## config.mk

```make
export PLATFORM = sky130hd
export DESIGN_NAME = pkt_tx_flat
export DESIGN_NICKNAME = d
export VERILOG_FILES = /design/src/rtl/pkt_tx_pkg.sv /design/src/rtl/pkt_tx_if.sv /design/src/rtl/pkt_tx_lfsr.sv /design/src/rtl/pkt_tx.sv /design/src/flat_wrapper.sv
export SDC_FILE = /design/constraint.sdc
export NUM_CORES = 1
export LEC_CHECK = 0
export ABC_AREA = 1
export BUFFER_PORTS_ARGS = -buffer_cell sky130_fd_sc_hd__buf_2
export CORE_MARGIN = 8
export CORE_UTILIZATION = 50
export DETAILED_ROUTE_END_ITERATION = 10
export HOLD_SLACK_MARGIN = 0.12
export PLACE_DENSITY = 0.75
export SLEW_MARGIN = 15
export SYNTH_ARGS = -nofsm -noshare
export SYNTH_HDL_FRONTEND = slang
export SYNTH_HIERARCHICAL = 1
export SYNTH_SLANG_ARGS = --single-unit
```

## constraint.sdc

```tcl
create_clock -name clk -period 2.7 [get_ports clk]
set_input_delay 0.27 -clock clk [delete_from_list [all_inputs] [get_ports clk]]
set_output_delay 0.27 -clock clk [all_outputs]
set_load 0.01 [all_outputs]
```

## src/rtl/pkt_tx_pkg.sv

```systemverilog
// pkt_tx shared types: packet layout, FSM states, LFSR seed.
// Optional build macro: PKT_TX_LFSR_EN (random packet content).
package pkt_tx_pkg;

   localparam int PKT_W   = 16;
   localparam int SRC_LSB = 0;
   localparam int TGT_LSB = 4;
   localparam int DAT_LSB = 8;

   localparam logic [15:0] LFSR_SEED = 16'hACE1;

   typedef enum logic [1:0] {
      ST_IDLE,
      ST_SEND,
      ST_GAP
   } tx_state_t;

   typedef logic [PKT_W-1:0] pkt_t;

   function automatic logic [3:0] src_onehot(input int unsigned id);
      logic [1:0] idx;
      idx = id[1:0];
      return 4'b0001 << idx;
   endfunction

   function automatic pkt_t pkt_pack(
      input logic [3:0] src,
      input logic [3:0] tgt,
      input logic [7:0] dat
   );
      pkt_t p;
      p = '0;
      p[SRC_LSB +: 4] = src;
      p[TGT_LSB +: 4] = tgt;
      p[DAT_LSB +: 8] = dat;
      return p;
   endfunction

   // Fibonacci taps 16,14,13,11 (1-based)
   function automatic logic [15:0] lfsr_step(input logic [15:0] s);
      return {s[14:0], s[15] ^ s[13] ^ s[12] ^ s[10]};
   endfunction

endpackage

```

## src/rtl/pkt_tx_if.sv

```systemverilog
// pkt_tx command and switch-side bus.
// master drives commands / backpressure, slave is the transmitter.
interface pkt_tx_if;

   logic       cmd_valid;
   logic       cmd_ready;
   logic [3:0] cmd_target;
   logic [7:0] cmd_data;
   logic [3:0] cmd_len;
   logic [3:0] cmd_gap;
   logic       cmd_rand;
   logic       full_in;
   logic       valid_out;
   logic [3:0] source_out;
   logic [3:0] target_out;
   logic [7:0] data_out;

   modport master (
      output cmd_valid,
      output cmd_target,
      output cmd_data,
      output cmd_len,
      output cmd_gap,
      output cmd_rand,
      output full_in,
      input  cmd_ready,
      input  valid_out,
      input  source_out,
      input  target_out,
      input  data_out
   );

   modport slave (
      input  cmd_valid,
      input  cmd_target,
      input  cmd_data,
      input  cmd_len,
      input  cmd_gap,
      input  cmd_rand,
      input  full_in,
      output cmd_ready,
      output valid_out,
      output source_out,
      output target_out,
      output data_out
   );

endinterface

```

## src/rtl/pkt_tx_lfsr.sv

```systemverilog
// Free-running 16-bit Fibonacci LFSR for random packet content.
// Only instantiated when PKT_TX_LFSR_EN is defined.
module pkt_tx_lfsr
   import pkt_tx_pkg::*;
(
   input  logic        clk,
   input  logic        rst,
   output logic [15:0] lfsr_q
);

   // advance once per cycle, reseed on reset
   always_ff @(posedge clk) begin
      if (rst) begin
         lfsr_q <= LFSR_SEED;
      end else begin
         lfsr_q <= lfsr_step(lfsr_q);
      end
   end

endmodule

```

## src/rtl/pkt_tx.sv

```systemverilog
// pkt_tx: burst packet transmitter feeding one switch input port.
// Build option PKT_TX_LFSR_EN adds LFSR-driven random target/data.
module pkt_tx
   import pkt_tx_pkg::*;
#(
   parameter int unsigned PORT_ID = 0
) (
   input  logic        clk,
   input  logic        rst,
   pkt_tx_if.slave     tx,
   output logic        busy,
   output logic [15:0] sent_cnt,
   output logic [15:0] stall_cnt,
   output logic [7:0]  rej_cnt
);

   localparam logic [3:0] SRC = src_onehot(PORT_ID);

   tx_state_t  state_q;
   tx_state_t  state_d;
   pkt_t       pkt_q;
   pkt_t       pkt_d;
   logic [3:0] rem_q;
   logic [3:0] gap_q;
   logic [3:0] gcnt_q;
   logic       fin_q;

   logic       accept;
   logic       start;
   logic       reject;
   logic       send;
   logic       stall;
   logic       more;
   logic       gap_end;
   logic       reload;

   // rem_q counts packets still to come after the pending one;
   // fin_q marks that the final packet already left (used in GAP)
   assign accept  = tx.cmd_valid & tx.cmd_ready;
   assign start   = accept & (|tx.cmd_target);
   assign reject  = accept & ~(|tx.cmd_target);
   assign send    = (state_q == ST_SEND) & ~tx.full_in;
   assign stall   = (state_q == ST_SEND) & tx.full_in;
   assign more    = (rem_q != 4'd0);
   assign gap_end = (state_q == ST_GAP) & (gcnt_q == 4'd1);
   assign reload  = (send & (gap_q == 4'd0) & more)
                  | (gap_end & ~fin_q);

   assign tx.cmd_ready = (state_q == ST_IDLE);
   assign busy         = (state_q != ST_IDLE);

   // fields are registered; valid is gated by full_in in the same
   // cycle so a packet is never shown to a full switch FIFO
   assign tx.valid_out  = send;
   assign tx.source_out = pkt_q[SRC_LSB +: 4];
   assign tx.target_out = pkt_q[TGT_LSB +: 4];
   assign tx.data_out   = pkt_q[DAT_LSB +: 8];

`ifdef PKT_TX_LFSR_EN
   logic [15:0] lfsr_q;
   logic        rand_q;
   logic [3:0]  rnd_tgt;
   logic [7:0]  rnd_dat;
   logic        unused_lfsr;

   pkt_tx_lfsr u_lfsr (
      .clk    (clk),
      .rst    (rst),
      .lfsr_q (lfsr_q)
   );

   assign rnd_tgt = (lfsr_q[3:0] == 4'h0) ? 4'hF : lfsr_q[3:0];
   assign rnd_dat = lfsr_q[11:4];
   assign unused_lfsr = ^lfsr_q[15:12];

   // remember whether the running burst wants random content
   always_ff @(posedge clk) begin
      if (rst) begin
         rand_q <= 1'b0;
      end else if (start) begin
         rand_q <= tx.cmd_rand;
      end
   end
`else
   logic unused_rand;
   assign unused_rand = tx.cmd_rand;
`endif

   // state register
   always_ff @(posedge clk) begin
      if (rst) begin
         state_q <= ST_IDLE;
      end else begin
         state_q <= state_d;
      end
   end

   // next-state logic
   always_comb begin
      state_d = state_q;
      unique case (state_q)
         ST_IDLE: begin
            if (start) begin
               state_d = ST_SEND;
            end
         end
         ST_SEND: begin
            if (send) begin
               if (gap_q != 4'd0) begin
                  state_d = ST_GAP;
               end else if (!more) begin
                  state_d = ST_IDLE;
               end
            end
         end
         ST_GAP: begin
            if (gap_end) begin
               state_d = fin_q ? ST_IDLE : ST_SEND;
            end
         end
         default: state_d = ST_IDLE;
      endcase
   end

   // next packet fields: load on accept, step data after each send
   always_comb begin
      pkt_d = pkt_q;
      if (start) begin
         pkt_d = pkt_pack(SRC, tx.cmd_target, tx.cmd_data);
      end else if (send) begin
         pkt_d[DAT_LSB +: 8] = pkt_q[DAT_LSB +: 8] + 8'd1;
      end
`ifdef PKT_TX_LFSR_EN
      if ((start & tx.cmd_rand) | (reload & rand_q)) begin
         pkt_d = pkt_pack(SRC, rnd_tgt, rnd_dat);
      end
`else
      if (reload) begin
         pkt_d[SRC_LSB +: 4] = SRC;
      end
`endif
   end

   // burst bookkeeping: packet fields, remaining count, gap timer
   always_ff @(posedge clk) begin
      if (rst) begin
         pkt_q  <= pkt_pack(SRC, 4'h0, 8'h00);
         rem_q  <= 4'd0;
         gap_q  <= 4'd0;
         gcnt_q <= 4'd0;
         fin_q  <= 1'b0;
      end else begin
         pkt_q <= pkt_d;
         if (start) begin
            rem_q <= tx.cmd_len;
            gap_q <= tx.cmd_gap;
            fin_q <= 1'b0;
         end else if (send) begin
            if (more) begin
               rem_q <= rem_q - 4'd1;
            end
            fin_q <= ~more;
         end
         if (send) begin
            gcnt_q <= gap_q;
         end else if (state_q == ST_GAP) begin
            gcnt_q <= gcnt_q - 4'd1;
         end
      end
   end

   // saturating statistics counters
   always_ff @(posedge clk) begin
      if (rst) begin
         sent_cnt  <= '0;
         stall_cnt <= '0;
         rej_cnt   <= '0;
      end else begin
         if (send && sent_cnt != 16'hFFFF) begin
            sent_cnt <= sent_cnt + 16'd1;
         end
         if (stall && stall_cnt != 16'hFFFF) begin
            stall_cnt <= stall_cnt + 16'd1;
         end
         if (reject && rej_cnt != 8'hFF) begin
            rej_cnt <= rej_cnt + 8'd1;
         end
      end
   end

endmodule
```

## src/flat_wrapper.sv

```systemverilog
// flat-port wrapper written by rule: the top's interface ports become plain ports
module pkt_tx_flat import pkt_tx_pkg::*;
#(
   parameter int unsigned PORT_ID = 0
)
  (clk, rst, busy, sent_cnt, stall_cnt, rej_cnt, tx_cmd_valid, tx_cmd_target, tx_cmd_data, tx_cmd_len, tx_cmd_gap, tx_cmd_rand, tx_full_in, tx_cmd_ready, tx_valid_out, tx_source_out, tx_target_out, tx_data_out);
  pkt_tx_if tx_i ();
  input  logic clk;
  input  logic rst;
  output logic busy;
  output logic [15:0] sent_cnt;
  output logic [15:0] stall_cnt;
  output logic [7:0] rej_cnt;
  input wire logic [$bits(tx_i.cmd_valid)-1:0] tx_cmd_valid;
  input wire logic [$bits(tx_i.cmd_target)-1:0] tx_cmd_target;
  input wire logic [$bits(tx_i.cmd_data)-1:0] tx_cmd_data;
  input wire logic [$bits(tx_i.cmd_len)-1:0] tx_cmd_len;
  input wire logic [$bits(tx_i.cmd_gap)-1:0] tx_cmd_gap;
  input wire logic [$bits(tx_i.cmd_rand)-1:0] tx_cmd_rand;
  input wire logic [$bits(tx_i.full_in)-1:0] tx_full_in;
  output wire logic [$bits(tx_i.cmd_ready)-1:0] tx_cmd_ready;
  output wire logic [$bits(tx_i.valid_out)-1:0] tx_valid_out;
  output wire logic [$bits(tx_i.source_out)-1:0] tx_source_out;
  output wire logic [$bits(tx_i.target_out)-1:0] tx_target_out;
  output wire logic [$bits(tx_i.data_out)-1:0] tx_data_out;
  assign tx_i.cmd_valid = tx_cmd_valid;
  assign tx_i.cmd_target = tx_cmd_target;
  assign tx_i.cmd_data = tx_cmd_data;
  assign tx_i.cmd_len = tx_cmd_len;
  assign tx_i.cmd_gap = tx_cmd_gap;
  assign tx_i.cmd_rand = tx_cmd_rand;
  assign tx_i.full_in = tx_full_in;
  assign tx_cmd_ready = tx_i.cmd_ready;
  assign tx_valid_out = tx_i.valid_out;
  assign tx_source_out = tx_i.source_out;
  assign tx_target_out = tx_i.target_out;
  assign tx_data_out = tx_i.data_out;
  pkt_tx #(.PORT_ID(PORT_ID)) u_core (.clk(clk), .rst(rst), .tx(tx_i), .busy(busy), .sent_cnt(sent_cnt), .stall_cnt(stall_cnt), .rej_cnt(rej_cnt));
endmodule
```

# Word-level counts from Yosys, hierarchy flattened
# Cells that the tools add are included.
[totals]
reg_bits = 67
latchBits = 0
ramBits = 0
rom_bits = 0
out_inout_bits = 59
wordCells = 63
mem_count = 0
[classes]
n_addsub = 6
multipliers = 0
n_div = 0
magnitude_cmp = 0
n_eq_ne = 10
shifts = 0
mux = 14
n_bitwise = 9
n_reduce_logical = 14
[op_table]
columns = ["cell", "count"]
rows = [
  ["$add 16x1->16 const B", 2],
  ["$ne 16x16->1 const B", 2],
  ["$mux 4", 5],
  ["$add 8x1->8 const B", 2],
  ["$mux 8", 2],
  ["$mux 2", 5],
  ["$ne 8x8->1 const B", 1],
  ["$reduce_bool 2->1", 4],
  ["$reduce_bool 4->1", 2],
  ["$sub 4x1->4 const B", 2],
  ["$and 1x1->1", 6],
  ["$pmux 2 s3", 1],
  ["$eq 4x1->1 const B", 1],
  ["$ne 2x1->1 const B", 2],
  ["$reduce_and 4->1", 1],
  ["$reduce_or 4->1", 1],
  ["$logic_and 1x1->1", 3],
  ["$ne 3x3->1 const B", 1],
  ["$not 1->1", 3],
  ["$eq 2x1->1 const B", 1],
  ["$eq 2x2->1 const B", 1],
  ["$logic_not 2->1", 1],
  ["$ne 2x2->1 const B", 1],
  ["$reduce_and 2->1", 1],
  ["2 further kinds", 2],
]

# Longest topological paths before layout
[logic_depth]
word_depth = 5
mapped_depth = 11

# Worst setup path before layout
# No wires, ideal clock.
[synth_timing]
kind = "register to register"
start = "reg u_core.sent_cnt[0]"
end = "reg u_core.sent_cnt[14]"
arrival_time_ps = 1470
path_slack_ps = 1117
stages_incl_launch_ff = 10
n_path_buf = 1
cell_sequence = "dfxtp_1 ha_1 nand2_1 nor2_4 nand2_4 nor2_4 nor2_8 buf_6 a21oi_2 nor2_1"
[synth_via]
elab_chain_cells = 2
elab_cells_between_ends = 3
classes_between = "add/sub: 1; eq/ne: 1; reduce/logical: 1"
[synth_rtl]
columns = ["item", "line_no", "rtl"]
rows = [
  ["from (decl)", "pkt_tx.sv:12", "output logic [15:0] sent_cnt,"],
  ["from (signal assigned)", "pkt_tx.sv:180", "sent_cnt <= sent_cnt + 16'd1;"],
  ["parallel branches: the longest is 2 deep, another holds $add 16x1->16", "-", ""],
]
# Parallel ways; which one is timed is not known.
# A chain may end at the register's enable or synchronous reset.

# Worst setup path in the final report
[layout_timing]
start = "reg u_core.stall_cnt[0]"
end = "reg u_core.stall_cnt[8]"
[layout_via]
elab_chain_cells = 2
elab_cells_between_ends = 3
classes_between = "add/sub: 1; eq/ne: 1; reduce/logical: 1"
[layout_rtl]
columns = ["item", "line_no", "rtl"]
rows = [
  ["from (decl)", "pkt_tx.sv:13", "output logic [15:0] stall_cnt,"],
  ["from (signal assigned)", "pkt_tx.sv:183", "stall_cnt <= stall_cnt + 16'd1;"],
  ["parallel branches: the longest is 2 deep, another holds $add 16x1->16", "-", ""],
]
# Parallel ways; which one is timed is not known.

==> run_results.csv <==
group,metric,value,unit
timing,hold_viol,0,
floorplan,die_area,10570,sq um
timing,max_clock_freq,513.6,MHz
drt,first_iter_violations,126,
global_routing,grt_overflow,0,
timing,finalWorstSetupSlack,0.7528,ns
hold_path,hp-class,"primary input to flip-flop",
placed_design,placed_area,4167,sq um
critical_path,cp.arrival,2.20,ns
timing,setup_violations,0,
final_layout,mostFrequentLayoutCells,"nand2_1 (160), buf_2 (78), nor2_1 (73), dfxtp_1 (67), inv_1 (48)",
critical_path,critPathCaptureType,"flip-flop",
floorplan,row_count,31,
floorplan,core_area,7292,sq um
floorplan,dieWidth,102.8,um
final_layout,fill_cells,720,
job,cap_violations,0,
global_routing,grt_pass1_vias,3379,
drt,wl_per_cell,11.86,um
yosys,ys_warn_count,6,
timing,min_period,1.947,ns
timing,finalSetupTns,0,ns
yosys,yosys.area.top_type,"dfxtp_1",
placed_design,port_buffers,78,
clocking,cts_setup_buffers,0,
drt,dr.pass1.iters,4,
global_routing,grt_pass1_wl,14300,um
drt,vias_per_cell,4.952,
final_layout,syn_to_final_growth,15.17,%
critical_path,start_kind,"flip-flop",
final_layout,antenna_cells,0,
yosys,synth_top_area_share,35.58,%
final_layout,nNetsFinal,664,
clocking,root_buffer,"clkbuf_8",
critical_path,critPathKind,"flip-flop to flip-flop",
yosys,synth_cell_types,34,
status,outcome,"complete, no violations",
timing,period_share,72.12,%
clocking,path_clk_slew,0.07,ns
placed_design,place_ws,0.7844,ns
pwr,vdd_drop_max,0.4299,mV
critical_path,r2r.worst_path.cells,8,
critical_path,worstPathRequired,2.96,ns
yosys,ys_top_cells_by_area,"dfxtp_1 (36%), nand2_1 (16%), nor2_1 (7.3%)",
clocking,cts_hold_buffers,0,
final_layout,final_common_cell,"nand2_1",
yosys,seq_area_frac_synth,35.58,%
pwr,power_leakage,1.889,nW
drt,post-route-drc-count,0,
clocking,numCtsBuffers,9,
timing,slew_violations,0,
timing,relSlewSlack,41.60,%
critical_path,crit_fanout,21,
floorplan,start_util,51.70,%
placed_design,place_inst,720,
critical_path,crit_end,"u_core/stall_cnt[8]",
drt,drt-total-wl,8720,um
global_routing,grt_max_degree,41,
timing,tightest_slew,0.8750,ns
floorplan,io_pins,84,
yosys,syn_inst,560,
clocking,insertion_delay,0.33,ns
final_layout,fin_area,4342,sq um
drt,antenna_left,0,
final_layout,drive_above_1_share,19.81,%
global_routing,antenna_found_initial,0,
critical_path,r2r-end,"u_core/stall_cnt[8]",
timing,rsz0062_at_grt,"false",
floorplan,die-height,102.8,um
clocking,clockBufferDepth,2,
pwr,power.density,641.6,nW/um^2
final_layout,final_cells,735,
clocking,htreeDepth,3,
timing,skew,0.009823,ns
timing,hold_ws,0.1939,ns
clocking,cts_sinks,67,
clocking,tritoncts,"yes",
placed_design,gp_congestion,0.8299,
drt,num_vias,3640,
yosys,ys_ff_latch,67,
final_layout,seq_area,1341,sq um
yosys,avgSynthCellArea,6.732,sq um
clocking,cts_resized,0,
critical_path,cp-startpoint,"u_core/stall_cnt[0]",
critical_path,reg2reg_slack,0.75,ns
placed_design,hpwl,6340,um
critical_path,r2r-start,"u_core/stall_cnt[0]",
yosys,synthesis.area,3770,sq um
final_layout,multi_input_area,2102,sq um
global_routing,grt_usage,16.56,%
## cells by family (layout without fill, tap and decap cells)
kind of cell	after synthesis	after routing	synth area share (%)
AOI/OAI and AO/OA	82	82	12.51
and+or+nand+nor	309	309	35.88
buffers and inverters	73	147	8.861
other	2	4	0.1992
DFF	67	67	35.58
xor gates and xnor gates	20	20	4.647
adders and majority gates	7	7	2.323
## synth_stat cells
| cell type | number |
|---|---|
| nor2_1 | 73 |
| a31oi_1 | 7 |
| o21bai_2 | 1 |
| a21boi_0 | 1 |
| nand3b_1 | 3 |
| nor2_8 | 2 |
| xnor2_1 | 6 |
| conb_1 | 2 |
| a21oi_1 | 38 |
| o21ai_1 | 2 |
| ha_1 | 7 |
| clkbuf_1 | 7 |
| o21ai_2 | 1 |
| nand3_1 | 38 |
| a21oi_2 | 10 |
| buf_6 | 3 |
| nand4_1 | 11 |
| nand2_2 | 6 |
| buf_2 | 1 |
| a211oi_1 | 1 |
| nand2_4 | 1 |
| nor2_2 | 3 |
| inv_2 | 4 |
| or2_2 | 2 |
| nor3_1 | 5 |
| inv_4 | 1 |
| inv_1 | 48 |
| and2_1 | 1 |
| nand2_1 | 160 |
| buf_4 | 9 |
| o21ai_0 | 21 |
| dfxtp_1 | 67 |
| xor2_1 | 14 |
| nor2_4 | 4 |
## worst min-delay path by stage
| stage | startpoint | end | slack [ns] | cells after the start |
|---|---|---|---|---|
| finish | tx_cmd_target[0] | u_core/pkt_q[4] | 0.19 | 3 |
| global placement | u_core/pkt_q[7] | u_core/pkt_q[7] | 0.45 | 2 |
| global route | tx_cmd_target[1] | u_core/pkt_q[5] | 0.19 | 3 |
| detailed placement | u_core/pkt_q[7] | u_core/pkt_q[7] | 0.46 | 2 |
| CTS | tx_cmd_target[0] | u_core/pkt_q[4] | 0.18 | 3 |
| floorplan | tx_cmd_gap[3] | u_core/gap_q[3] | 0.42 | 2 |
## layout make-up
class | count | share of cell area [%]
well taps | 99 | 2.853
clock buffers | 12 | 3.112
inverters | 53 | 4.640
repair buffers | 79 | 9.164
clock inverters | 3 | 0.9222
multi-input cells | 422 | 48.42
flip-flops and latches | 67 | 30.89
## flip-flops by register name, summed over array words and instances (netlist names), 2 cells and up
name / count
u_core/state_q: 2
u_core/rem_q: 4
u_core/rej_cnt: 8
u_core/gcnt_q: 4
u_core/sent_cnt: 16
u_core/stall_cnt: 16
u_core/gap_q: 4
u_core/pkt_q: 12
## metal layers
| layer | track usage, % | vias up | wire (um) |
|---|---|---|---|
| met5 | 0 | - | 0 |
| met4 | 7.119 | 0 | 119 |
| met3 | 3.849 | 9 | 540 |
| met2 | 28.32 | 82 | 4033 |
| met1 | 19.36 | 1623 | 4026 |
| li1 | - | 1926 | - |
## worst max-delay path, cell delays in order, from the launching register on
cell     delay, ns
dfxtp_1       0.35
ha_1          0.27
inv_1         0.07
nor2_1        0.05
nand2_2       0.11
nor2_2        0.06
nor2_2        0.59
o21ai_0       0.22
a21oi_1       0.16
## through the flow
step                util [%]  total power [mW]
finish                 59.54             2.785
detailed placement     57.14             2.039
CTS                    59.54             2.823
global placement       57.14             2.011
floorplan                  -             1.862
global route           59.54             2.983
## power breakdown
part | internal (mW) | switching (mW)
sequential | 1.10 | 0.0946
clock | 0.420 | 0.353
combinational | 0.282 | 0.535
total | 1.80 | 0.983
No activity file was read; power rests on OpenSTA's default activity.
